==> src/rtl/sdram_slot_arbiter.sv <==
// Shares the MiST SDRAM controller's single 8-bit CPU slot among the 6502 bus (A),
// the image loader (B) and aux DMA (C), one access per 24-clock sync frame.
module sdram_slot_arbiter #(
    parameter int FRAME_LEN  = 24,
    parameter int SLOT_PH    = 12,
    parameter int DATA_PH    = 18,
    parameter int STARVE_MAX = 4
) (
    input  logic        clk,
    input  logic        reset,
    input  logic        sync,
    input  logic        sd_ready,
    input  logic        a_req,
    input  logic        a_we,
    input  logic [24:0] a_addr,
    input  logic [7:0]  a_wdata,
    output logic        a_ack,
    output logic [7:0]  a_rdata,
    input  logic        b_req,
    input  logic        b_we,
    input  logic [24:0] b_addr,
    input  logic [7:0]  b_wdata,
    output logic        b_ack,
    output logic [7:0]  b_rdata,
    input  logic        c_req,
    input  logic        c_we,
    input  logic [24:0] c_addr,
    input  logic [7:0]  c_wdata,
    output logic        c_ack,
    output logic [7:0]  c_rdata,
    output logic [24:0] sd_adr,
    output logic [7:0]  sd_di,
    output logic        sd_we,
    input  logic [7:0]  sd_do,
    output logic [1:0]  grant
);
    localparam logic [4:0] LAST_PH = 5'(FRAME_LEN - 1);
    localparam logic [4:0] ARB_PH  = 5'(SLOT_PH - 1);
    localparam logic [4:0] END_PH  = 5'(DATA_PH - 1);
    localparam logic [2:0] SMAX    = 3'(STARVE_MAX);

    typedef enum logic [1:0] {IDLE, GRANT, DONE} state_t;

    state_t     state;
    logic [4:0] ph;
    logic [2:0] sb, sc;
    logic       last_c;     // 1 = C was the last of B/C served
    logic [1:0] win;
    logic       arb;

    // Entry 0 is the "no owner" code so grant/win index these directly.
    logic [3:0]        req_v, we_v;
    logic [3:0][24:0]  addr_v;
    logic [3:0][7:0]   wdata_v;

    assign req_v   = {c_req, b_req, a_req, 1'b0};
    assign we_v    = {c_we, b_we, a_we, 1'b0};
    assign addr_v  = {c_addr, b_addr, a_addr, 25'd0};
    assign wdata_v = {c_wdata, b_wdata, a_wdata, 8'd0};

    always_comb begin
        logic starve_b, starve_c;
        starve_b = b_req && (sb == SMAX);
        starve_c = c_req && (sc == SMAX);
        win = 2'd0;
        if (starve_b && starve_c)   win = last_c ? 2'd2 : 2'd3;
        else if (starve_b)          win = 2'd2;
        else if (starve_c)          win = 2'd3;
        else if (a_req)             win = 2'd1;
        else if (b_req && c_req)    win = last_c ? 2'd2 : 2'd3;
        else if (b_req)             win = 2'd2;
        else if (c_req)             win = 2'd3;
    end

    // A sync landing on the arbitration clock restarts the frame, so skip it.
    assign arb = (state == IDLE) && (ph == ARB_PH) && sd_ready && !sync && (|req_v);

    always_ff @(posedge clk) begin
        if (reset) begin
            state   <= IDLE;
            ph      <= LAST_PH;
            sb      <= 3'd0;
            sc      <= 3'd0;
            last_c  <= 1'b1;
            a_ack   <= 1'b0;
            b_ack   <= 1'b0;
            c_ack   <= 1'b0;
            a_rdata <= 8'd0;
            b_rdata <= 8'd0;
            c_rdata <= 8'd0;
            sd_adr  <= 25'd0;
            sd_di   <= 8'd0;
            sd_we   <= 1'b0;
            grant   <= 2'd0;
        end else begin
            ph    <= sync ? 5'd0 : (ph == LAST_PH ? ph : ph + 5'd1);
            a_ack <= 1'b0;
            b_ack <= 1'b0;
            c_ack <= 1'b0;

            if (!b_req)                               sb <= 3'd0;
            else if (arb && win == 2'd1 && sb != 3'd7) sb <= sb + 3'd1;
            if (!c_req)                               sc <= 3'd0;
            else if (arb && win == 2'd1 && sc != 3'd7) sc <= sc + 3'd1;

            case (state)
                IDLE: if (arb) begin
                    grant  <= win;
                    sd_adr <= addr_v[win];
                    sd_di  <= wdata_v[win];
                    sd_we  <= we_v[win];
                    state  <= GRANT;
                end
                GRANT: begin
                    if (sync) begin
                        grant <= 2'd0;
                        sd_we <= 1'b0;
                        state <= IDLE;
                    end else if (ph == END_PH) begin
                        state <= DONE;
                    end
                end
                DONE: begin
                    // A dropped request still finishes the slot but gets no ack or data.
                    if (req_v[grant]) begin
                        case (grant)
                            2'd1: begin a_ack <= 1'b1; if (!sd_we) a_rdata <= sd_do; end
                            2'd2: begin b_ack <= 1'b1; if (!sd_we) b_rdata <= sd_do; end
                            2'd3: begin c_ack <= 1'b1; if (!sd_we) c_rdata <= sd_do; end
                            default: ;
                        endcase
                    end
                    if (grant == 2'd2) begin sb <= 3'd0; last_c <= 1'b0; end
                    if (grant == 2'd3) begin sc <= 3'd0; last_c <= 1'b1; end
                    grant <= 2'd0;
                    sd_we <= 1'b0;
                    state <= IDLE;
                end
                default: state <= IDLE;
            endcase
        end
    end
endmodule

==> config.mk <==
export PLATFORM = sky130hd
export DESIGN_NAME = sdram_slot_arbiter
export DESIGN_NICKNAME = d
export VERILOG_FILES = /design/src/rtl/sdram_slot_arbiter.sv
export SDC_FILE = /design/constraint.sdc
export NUM_CORES = 1
export LEC_CHECK = 0
export CAP_MARGIN = 20
export CELL_PAD_IN_SITES_DETAIL_PLACEMENT = 1
export CELL_PAD_IN_SITES_GLOBAL_PLACEMENT = 2
export CORE_MARGIN = 8
export CORE_UTILIZATION = 23
export DETAILED_ROUTE_END_ITERATION = 7
export PLACE_DENSITY = 0.89
export SYNTH_ARGS = -nofsm -noshare
export SYNTH_HDL_FRONTEND = slang
export SYNTH_SLANG_ARGS = --single-unit
==> constraint.sdc <==
create_clock -name clk -period 2.2 [get_ports clk]
set_input_delay 0.55 -clock clk [delete_from_list [all_inputs] [get_ports clk]]
set_output_delay 0.55 -clock clk [all_outputs]
set_load 0.05 [all_outputs]
==> results.json, run 1 <==
{
  "cts_made_buffers": 9,
  "synth_xor_area_frac": 0.0111,
  "max_freq_mhz": 463,
  "nets": 768,
  "netlist_area_um2": 3940,
  "finalHoldViolations": 0,
  "grt_pass1_wl_mm": 27.0,
  "final_cell_mix": "clkdlybuf4s50_1 (174), dfxtp_1 (77), nand3_1 (52)",
  "post-route-period-util": 0.982,
  "antenna_found_initial": 1,
  "synth_fa_ha_area_frac": 0.0413,
  "layout_commonest_cell": "clkdlybuf4s50_1",
  "end_kind": "flip-flop",
  "die_area_um2": 21600,
  "synth_compound_area_frac": 0.172,
  "synth_top_family_by_area": "simple AND/OR/NAND/NOR gates",
  "worst-path-max-fanout": 16,
  "r2r_start": "sb[0]",
  "hold_path.class": "flip-flop to flip-flop",
  "gp_congestion": 0.828,
  "num_vias": 4329,
  "yosys.area.top_type": "dfxtp_1",
  "finalWorstPathRequiredPeriod_ps": 2160,
  "post-route-util": 0.386,
  "r2r_cells": 8,
  "ir_drop_mv": 0.417,
  "postSynthAreaPerCell_um2": 8.79,
  "required_ps": 2440,
  "gr-total-overflow": 0,
  "met2_length_mm": 8.38,
  "max_slew.worst_pin.slew_ps": 566,
  "holdPathStages": 2,
  "cts-root-buf": "clkbuf_16",
  "synthTopCellsByArea": "dfxtp_1 (39%), mux2i_1 (7.6%), nand3_1 (6.6%)",
  "htree_num_levels": 3,
  "start_util": 0.232,
  "wl_per_cell_um": 19.8,
  "insertion_delay_ps": 350,
  "cp_num_buf_inv": 2,
  "wl_mm": 17.2,
  "post_cts_buffers": 0,
  "p_leak_nw": 2.47,
  "port_buffers": 179,
  "place_hpwl_mm": 13.0,
  "synth_mux_area_frac": 0.0791,
  "coreArea_um2": 17000,
  "first_pass_iters": 5,
  "synth_simple_gate_area_frac": 0.251,
  "syn_nets": 578,
  "layout-drive-gt1-share": 0.117,
  "wl_met3_mm": 1.36,
  "reg2reg_slack_ps": 110,
  "worstReg2RegEnd": "sd_adr[21]",
  "wl_met1_mm": 6.99,
  "synth_top_area_share": 0.391,
  "slew_headroom": 0.622,
  "fin_setup_tns_ps": 0,
  "holdPathEnd": "c_rdata[7]",
  "ios": 180,
  "ys_seq_elements": 77,
  "dieHeight_um": 147,
  "clock-sinks": 77,
  "std_cell_rows": 48,
  "cts_hold_buf": 0,
  "cp-start-kind": "input pin",
  "syn-instance-count": 448,
  "drt-vias-per-instance": 4.98,
  "path_clk_slew_ps": 70,
  "clock_skew_ps": 6.54,
  "whs_ps": 502,
  "drt_iter0_drc": 146,
  "grt.total_usage": 0.157,
  "drc": 0,
  "netlist-cell-type-count": 45,
  "slowest_stage": "clkdlybuf4s50_1",
  "grt_max_degree": 38,
  "cp_top_family": "simple AND/OR/NAND/NOR gates",
  "cpPeakStageDelay_ps": 500,
  "hold_path.startpoint": "c_rdata[7]",
  "nFillCells": 1950,
  "postRouteAntennaNets": 0,
  "chipWidth_um": 147,
  "power.density_nw_per_um2": 539,
  "ys_seq_area_frac": 0.391,
  "worstPathArrival_ps": 2400,
  "cp.depth": 7,
  "highest_layer": "met4",
  "yosysWarnings": 0,
  "grt_pass1_vias": 4858,
  "tritoncts": "done",
  "max_cap_violations": 0,
  "path_cells": "clkdlybuf4s50_1 -> and3_4 -> a21oi_1 -> or2_1 -> buf_12 -> or3_1 -> a41o_1",
  "setup_violations": 0,
  "crit_type": "input pin to flip-flop",
  "area_delta_synth_final_pct": 66.6,
  "drv_slew": 0,
  "clockBufferDepth": 2,
  "status": "finished clean"
}
cell usage after synthesis:
| master | count |
|---|---|
| a2111oi_1 | 1 |
| a211o_1 | 1 |
| a21o_1 | 8 |
| a21oi_1 | 5 |
| a2bb2oi_2 | 1 |
| a311oi_1 | 2 |
| a31o_1 | 1 |
| a31oi_1 | 35 |
| a32o_1 | 1 |
| a41o_1 | 11 |
| and3_1 | 14 |
| and3b_1 | 1 |
| and4bb_2 | 1 |
| buf_1 | 2 |
| buf_2 | 14 |
| buf_4 | 2 |
| buf_6 | 2 |
| clkbuf_1 | 19 |
| dfxtp_1 | 77 |
| ha_1 | 13 |
| inv_1 | 8 |
| mux2_2 | 1 |
| mux2i_1 | 30 |
| nand2_1 | 11 |
| nand2b_1 | 1 |
| nand3_1 | 52 |
| nand3_4 | 1 |
| nand3b_1 | 1 |
| nor2_1 | 38 |
| nor2b_1 | 4 |
| nor2b_2 | 1 |
| nor3_1 | 1 |
| nor4_4 | 3 |
| nor4b_1 | 6 |
| nor4bb_1 | 1 |
| o211ai_1 | 1 |
| o21ai_0 | 31 |
| o22ai_1 | 1 |
| o2bb2ai_2 | 1 |
| o31ai_1 | 1 |
| or2_1 | 1 |
| or2_2 | 1 |
| or3_1 | 36 |
| xnor2_1 | 3 |
| xor2_1 | 2 |
per-layer routing:
| layer | track usage | up-vias |
|---|---|---|
| met1 | 0.170 | 2100 |
| met4 | 0.0608 | 0 |
| met3 | 0.0609 | 32 |
| met5 | 0 | - |
| li1 | - | 2034 |
| met2 | 0.272 | 163 |
final cells by class:
cell class / instances / area (um2) / share of cell area
clock buffers: 10 / 239 / 0.0364
multi-input cells: 325 / 2230 / 0.340
well taps: 225 / 282 / 0.0429
flip-flops and latches: 77 / 1540 / 0.235
inverters: 8 / 30.0 / 0.00458
clock inverters: 6 / 62.6 / 0.00954
diodes: 1 / 2.50 / 0.000381
repair buffers: 217 / 2170 / 0.331
how the worst max path moves through the flow:
stage	startpoint	endpoint	slack [ps]
2_1_floorplan	b_req	sd_adr[0]	290
3_3_place_gp	a_req	sd_adr[13]	-380
3_5_place_dp	a_req	sd_adr[3]	-530
4_1_cts	c_req	sd_adr[21]	4
5_1_grt	c_req	sd_adr[7]	-0.2
6_report	c_req	sd_adr[21]	40
tightest hold or removal path, cell delays in order (launching register included):
cell	delay (ps)
dfxtp_1	330
mux2i_1	70
nor2_1	70
cell families after synthesis:
kind of cell	Yosys count
and+or+nand+nor	174
AOI/OAI and AO/OA	101
DFF	77
buffers and inverters	47
muxes	31
adders and majority gates	13
xor gates and xnor gates	5
sequential cells by signal, indices dropped and copies added (netlist names), 2 cells and up:
register and flops:
state 2, sd_adr 25, ph 5, sc 3, grant 2, sb 3
c_rdata 8, b_rdata 8, sd_di 8, a_rdata 8
power breakdown:
group / switching, mW / internal (mW)
Clock: 0.638 / 0.906
Combinational: 0.243 / 0.323
Sequential: 0.0198 / 1.41
through the flow:
stage	cells	area (um2)	setup slack [ps]	total power [mW]
after floorplan	448	3940	288	1.67
after global placement	851	6210	-375	2.00
after detailed placement	851	6210	-534	2.02
after CTS	867	6520	3.79	3.58
after global routing	869	6560	-0.238	3.67
final	869	6560	39.7	3.54
what timing repair did:
item,CTS,global route
gates cloned,0,1
setup endpoints to repair,26,24
resized for setup,2,8
pin swaps,0,1
(Power assumes the default switching activity.)
==> inputs of run 2 (changes only) <==
ABC_CLOCK_PERIOD_IN_PS = 2200   (was not set)
PLACE_DENSITY = not set   (was 0.89)
PLACE_DENSITY_LB_ADDON = 0.1   (was not set)
==> run 2 against run 1 <==
Register-to-register slack better by 70 ps. Cell area grew 1.2%. Largest power group unchanged. Critical endpoint is now sd_adr[6]. Global-route usage grew 0.092 points. Clock skew is 2.2 ps lower. First-iteration DRC count shrank 14%. Total power rose by 5.4%. Sequential share of layout area is 0.28 points lower. Via count fell by 1.5%.
==> results.json, run 2 (synthesis results as in run 1) <==
{
  "p_leak_nw": 2.53,
  "max_freq_mhz": 485,
  "nFillCells": 1965,
  "total_power_mw": 3.73,
  "htree_num_levels": 3,
  "top_register": "sd_adr",
  "grt_max_degree": 36,
  "slowest_stage": "clkdlybuf4s50_1",
  "largest_reg_flops": 25,
  "pre_cts_ws_ps": -525,
  "setup_slack_ps": 136,
  "num_vias": 4264,
  "first_pass_iters": 4,
  "wl_mm": 17.0,
  "final_cells": 877,
  "nets": 775,
  "worstPathArrival_ps": 1510,
  "swShare": 0.230,
  "finalHoldViolations": 0,
  "cts-root-buf": "clkbuf_16",
  "clock_skew_ps": 4.30,
  "port_buffers": 179,
  "tritoncts": "done",
  "die_area_um2": 21600,
  "cp-start-kind": "flip-flop",
  "internal-power_mw": 2.87,
  "drt_iter0_drc": 126,
  "switchingPower_uw": 859,
  "status": "finished clean",
  "required_ps": 1650,
  "post-route-util": 0.391,
  "ios": 180,
  "path_clk_slew_ps": 60,
  "start_util": 0.232,
  "cpPeakStageDelay_ps": 830,
  "antenna_found_initial": 2,
  "rsz0062_at_grt": "false",
  "whs_ps": 498,
  "place_hpwl_mm": 12.8,
  "grt.total_usage": 0.158,
  "end_kind": "primary output",
  "grt_pass1_wl_mm": 27.0,
  "worst-path-max-fanout": 2,
  "coreArea_um2": 17000,
  "post-route-period-util": 0.938,
  "wl_per_cell_um": 19.4,
  "finalWorstPathRequiredPeriod_ps": 2060,
  "cts_hold_buf": 0,
  "drc": 0,
  "dieHeight_um": 147,
  "setup_violations": 0,
  "insertion_delay_ps": 340,
  "numPlacedInstances": 859,
  "layout-drive-gt1-share": 0.123,
  "path_cells": "clkdlybuf4s50_1",
  "power.density_nw_per_um2": 561,
  "std_cell_rows": 48,
  "multi_input_area_um2": 2220,
  "drv_slew": 0,
  "postRouteAntennaNets": 0,
  "area_delta_synth_final_pct": 68.6,
  "cp_top_family": "buffers and inverters",
  "post_cts_buffers": 0,
  "clockBufferDepth": 2,
  "grt_pass1_vias": 4743,
  "clkPwrFrac": 0.467,
  "final_cell_mix": "clkdlybuf4s50_1 (173), dfxtp_1 (77), nand3_1 (52)",
  "cp_num_buf_inv": 1,
  "reg2reg_slack_ps": 180,
  "ir_drop_mv": 0.353,
  "gr-total-overflow": 0,
  "drt-vias-per-instance": 4.86,
  "regArea_um2": 1540,
  "combPwrFrac": 0.150,
  "crit_type": "flip-flop to primary output",
  "p_seq_frac": 0.383,
  "max_slew.worst_pin.slew_ps": 562,
  "cts_made_buffers": 9,
  "slew_headroom": 0.624,
  "clock-sinks": 77,
  "layout_commonest_cell": "clkdlybuf4s50_1",
  "chipWidth_um": 147,
  "max_cap_violations": 0,
  "gp_congestion": 0.749,
  "hold_path.class": "flip-flop to flip-flop"
}
[run 2: final cells by class]
type                       count  area share
timing repair buffer         225       0.334
clock buffer                  12      0.0371
antenna                        2    0.000754
inverter                       8     0.00452
tap                          225      0.0424
clock inverter                 4      0.0143
multi-input combinational    324       0.334
sequential                    77       0.232
[run 2: stage by stage]
step | area, um2 | setup TNS [ps]
2_1_floorplan | 3940 | 0
3_3_place_gp | 6260 | -14130
3_5_place_dp | 6260 | -18020
4_1_cts | 6610 | 0
5_1_grt | 6640 | 0
6_report | 6640 | 0
[run 2: repair_timing]
action,CTS,global route
pin swaps,0,0
resized for setup,5,6
setup endpoints to repair,26,21
[run 2: power groups by stage]
stage | Sequential, mW | Clock, mW | Combinational [mW]
4_1_cts | 1.43 | 1.80 | 0.566
3_5_place_dp | 1.46 | 0 | 0.560
6_report | 1.43 | 1.74 | 0.561
3_3_place_gp | 1.46 | 0 | 0.556
5_1_grt | 1.43 | 1.86 | 0.610
2_1_floorplan | 1.46 | 0 | 0.207
[run 2: worst reg2reg max path, stage by stage, from the launching register on]
cell and delay [ps]:
dfxtp_1 370, inv_1 70, ha_1 200, nand2_1 150
o22ai_1 130, or2_1 250, buf_6 180, or3_1 330
a41o_1 230
[run 2: path summary, 6_finish.rpt]
kind                    from          to  cells after the start
setup / recovery   sd_adr[6]   sd_adr[6]                      1
hold / removal    a_rdata[0]  a_rdata[0]                      2
setup reg to reg       sb[1]    sd_di[2]                      8
hold reg to reg   a_rdata[0]  a_rdata[0]                      2
[run 2: per-layer routing]
layer | track usage | routed length, um
met5 | 0 | 0
met1 | 0.182 | 7370
met4 | 0.0443 | 221
met3 | 0.0575 | 1210
met2 | 0.270 | 8170
==> inputs of run 3 (changes only) <==
ABC_AREA = 0   (was not set)
PLACE_DENSITY = 0.85   (was not set)
PLACE_DENSITY_LB_ADDON = not set   (was 0.1)
==> run 3 against run 2 <==
Total power decreased by 7.0%. Setup slack got worse by 34 ps. Clock skew increased by 4.5 ps. Sequential power about the same. Non-clock buffer count decreased by 7. Critical endpoint is now a_rdata[7]. Largest power group unchanged.
==> results.json, run 3 (synthesis results as in run 1) <==
{
  "status": "finished clean",
  "path_clk_slew_ps": 70,
  "drt-vias-per-instance": 4.89,
  "cp_top_family": "buffers and inverters",
  "area_delta_synth_final_pct": 65.9,
  "pre_cts_ws_ps": -499,
  "final_cell_mix": "clkdlybuf4s50_1 (173), dfxtp_1 (77), nand3_1 (52)",
  "internal-power_mw": 2.52,
  "top_register": "sd_adr",
  "drc": 0,
  "total_power_mw": 3.47,
  "power.density_nw_per_um2": 530,
  "diodes": 0,
  "max_freq_mhz": 477,
  "grt_pass1_vias": 4776,
  "clkPwrFrac": 0.426,
  "ios": 180,
  "first_pass_iters": 4,
  "largest_reg_flops": 25,
  "finalHoldViolations": 0,
  "cpPeakStageDelay_ps": 850,
  "cts_hold_buf": 0,
  "swShare": 0.273,
  "max_cap_violations": 0,
  "slew_headroom": 0.626,
  "clock-sinks": 77,
  "rsz0062_at_grt": "true",
  "tritoncts": "done",
  "die_area_um2": 21600,
  "layout-drive-gt1-share": 0.121,
  "antenna_found_initial": 0,
  "setup_violations": 0,
  "gp_congestion": 0.816,
  "multi_input_area_um2": 2220,
  "max_slew.worst_pin.slew_ps": 559,
  "num_vias": 4242,
  "nFillCells": 1952,
  "wl_mm": 17.1,
  "htree_num_levels": 3,
  "gr-total-overflow": 0,
  "final_cells": 868,
  "cts-root-buf": "clkbuf_16",
  "port_buffers": 179,
  "start_util": 0.232,
  "setup_slack_ps": 103,
  "ir_drop_mv": 0.551,
  "nets": 768,
  "path_cells": "clkdlybuf4s50_1",
  "p_seq_frac": 0.412,
  "grt_pass1_wl_mm": 26.8,
  "clock_skew_ps": 8.84,
  "cp-start-kind": "flip-flop",
  "regArea_um2": 1540,
  "dieHeight_um": 147,
  "postRouteAntennaNets": 0,
  "required_ps": 1650,
  "layout_commonest_cell": "clkdlybuf4s50_1",
  "crit_type": "flip-flop to primary output",
  "wl_per_cell_um": 19.6,
  "grt.total_usage": 0.155,
  "finalWorstPathRequiredPeriod_ps": 2100,
  "coreArea_um2": 17000,
  "place_hpwl_mm": 13.0,
  "worstPathArrival_ps": 1550,
  "hold_path.class": "flip-flop to flip-flop",
  "end_kind": "primary output",
  "drt_iter0_drc": 109,
  "numPlacedInstances": 851,
  "worst-path-max-fanout": 2,
  "std_cell_rows": 48,
  "slowest_stage": "clkdlybuf4s50_1",
  "post-route-period-util": 0.953,
  "switchingPower_uw": 948,
  "combPwrFrac": 0.163,
  "clockBufferDepth": 2,
  "grt_max_degree": 31,
  "chipWidth_um": 147,
  "p_leak_nw": 2.48,
  "cp_num_buf_inv": 1,
  "cts_made_buffers": 9,
  "fin_setup_tns_ps": 0,
  "insertion_delay_ps": 350,
  "drv_slew": 0
}
run 3: cell types whose count changed in the layout (fill, tap and decap cells not counted), moves of 2 or more:
cell	change
buf_4	-6
inv_6	+5
bufinv_16	-3
clkinv_4	+2
buf_6	-3
clkbuf_1	-2
diode_2	-2
run 3: path summary, 6_finish.rpt:
check	start	cells after the start	slack (ps)	to
min	a_rdata[0]	2	510	a_rdata[0]
max	a_rdata[7]	1	100	a_rdata[7]
max reg2reg	state[1]	9	140	sc[0]
min reg2reg	a_rdata[0]	2	510	a_rdata[0]
run 3: layer usage:
layer  share of wire  GRT usage  vias to the layer above
met5               0          0                        -
met4          0.0079     0.0304                        0
met3           0.081     0.0689                       11
met2            0.48      0.266                      136
met1            0.43      0.175                     2062
li1                -          -                     2033
run 3: final cells by class:
cell class / count / area share
Clock buffer: 9 / 0.0345
Clock inverter: 7 / 0.00938
Inverter: 8 / 0.00459
Multi-Input combinational cell: 324 / 0.339
Sequential cell: 77 / 0.236
Tap cell: 225 / 0.0431
Timing Repair Buffer: 218 / 0.333
run 3: power groups by stage:
stage | Clock, mW | Sequential, mW | Combinational [mW]
after floorplan | 0 | 1.46 | 0.207
after global placement | 0 | 1.46 | 0.547
after detailed placement | 0 | 1.46 | 0.562
after CTS | 1.54 | 1.43 | 0.567
after global routing | 1.58 | 1.43 | 0.608
final | 1.48 | 1.43 | 0.564
run 3: per-stage QoR:
step / hold WS [ps] / instance area (um2) / utilization
final: 507 / 6540 / 0.385
after floorplan: 464 / 3940 / -
after global routing: 526 / 6540 / 0.385
after global placement: 471 / 6210 / 0.365
after CTS: 512 / 6500 / 0.383
after detailed placement: 490 / 6210 / 0.365
run 3: repair_timing:
| action | in CTS | in global routing |
|---|---|---|
| endpoints found under the setup margin | 26 | 39 |
| resized for setup | 2 | 10 |
| pin swaps | 0 | 2 |
| setup buffers | 0 | 1 |
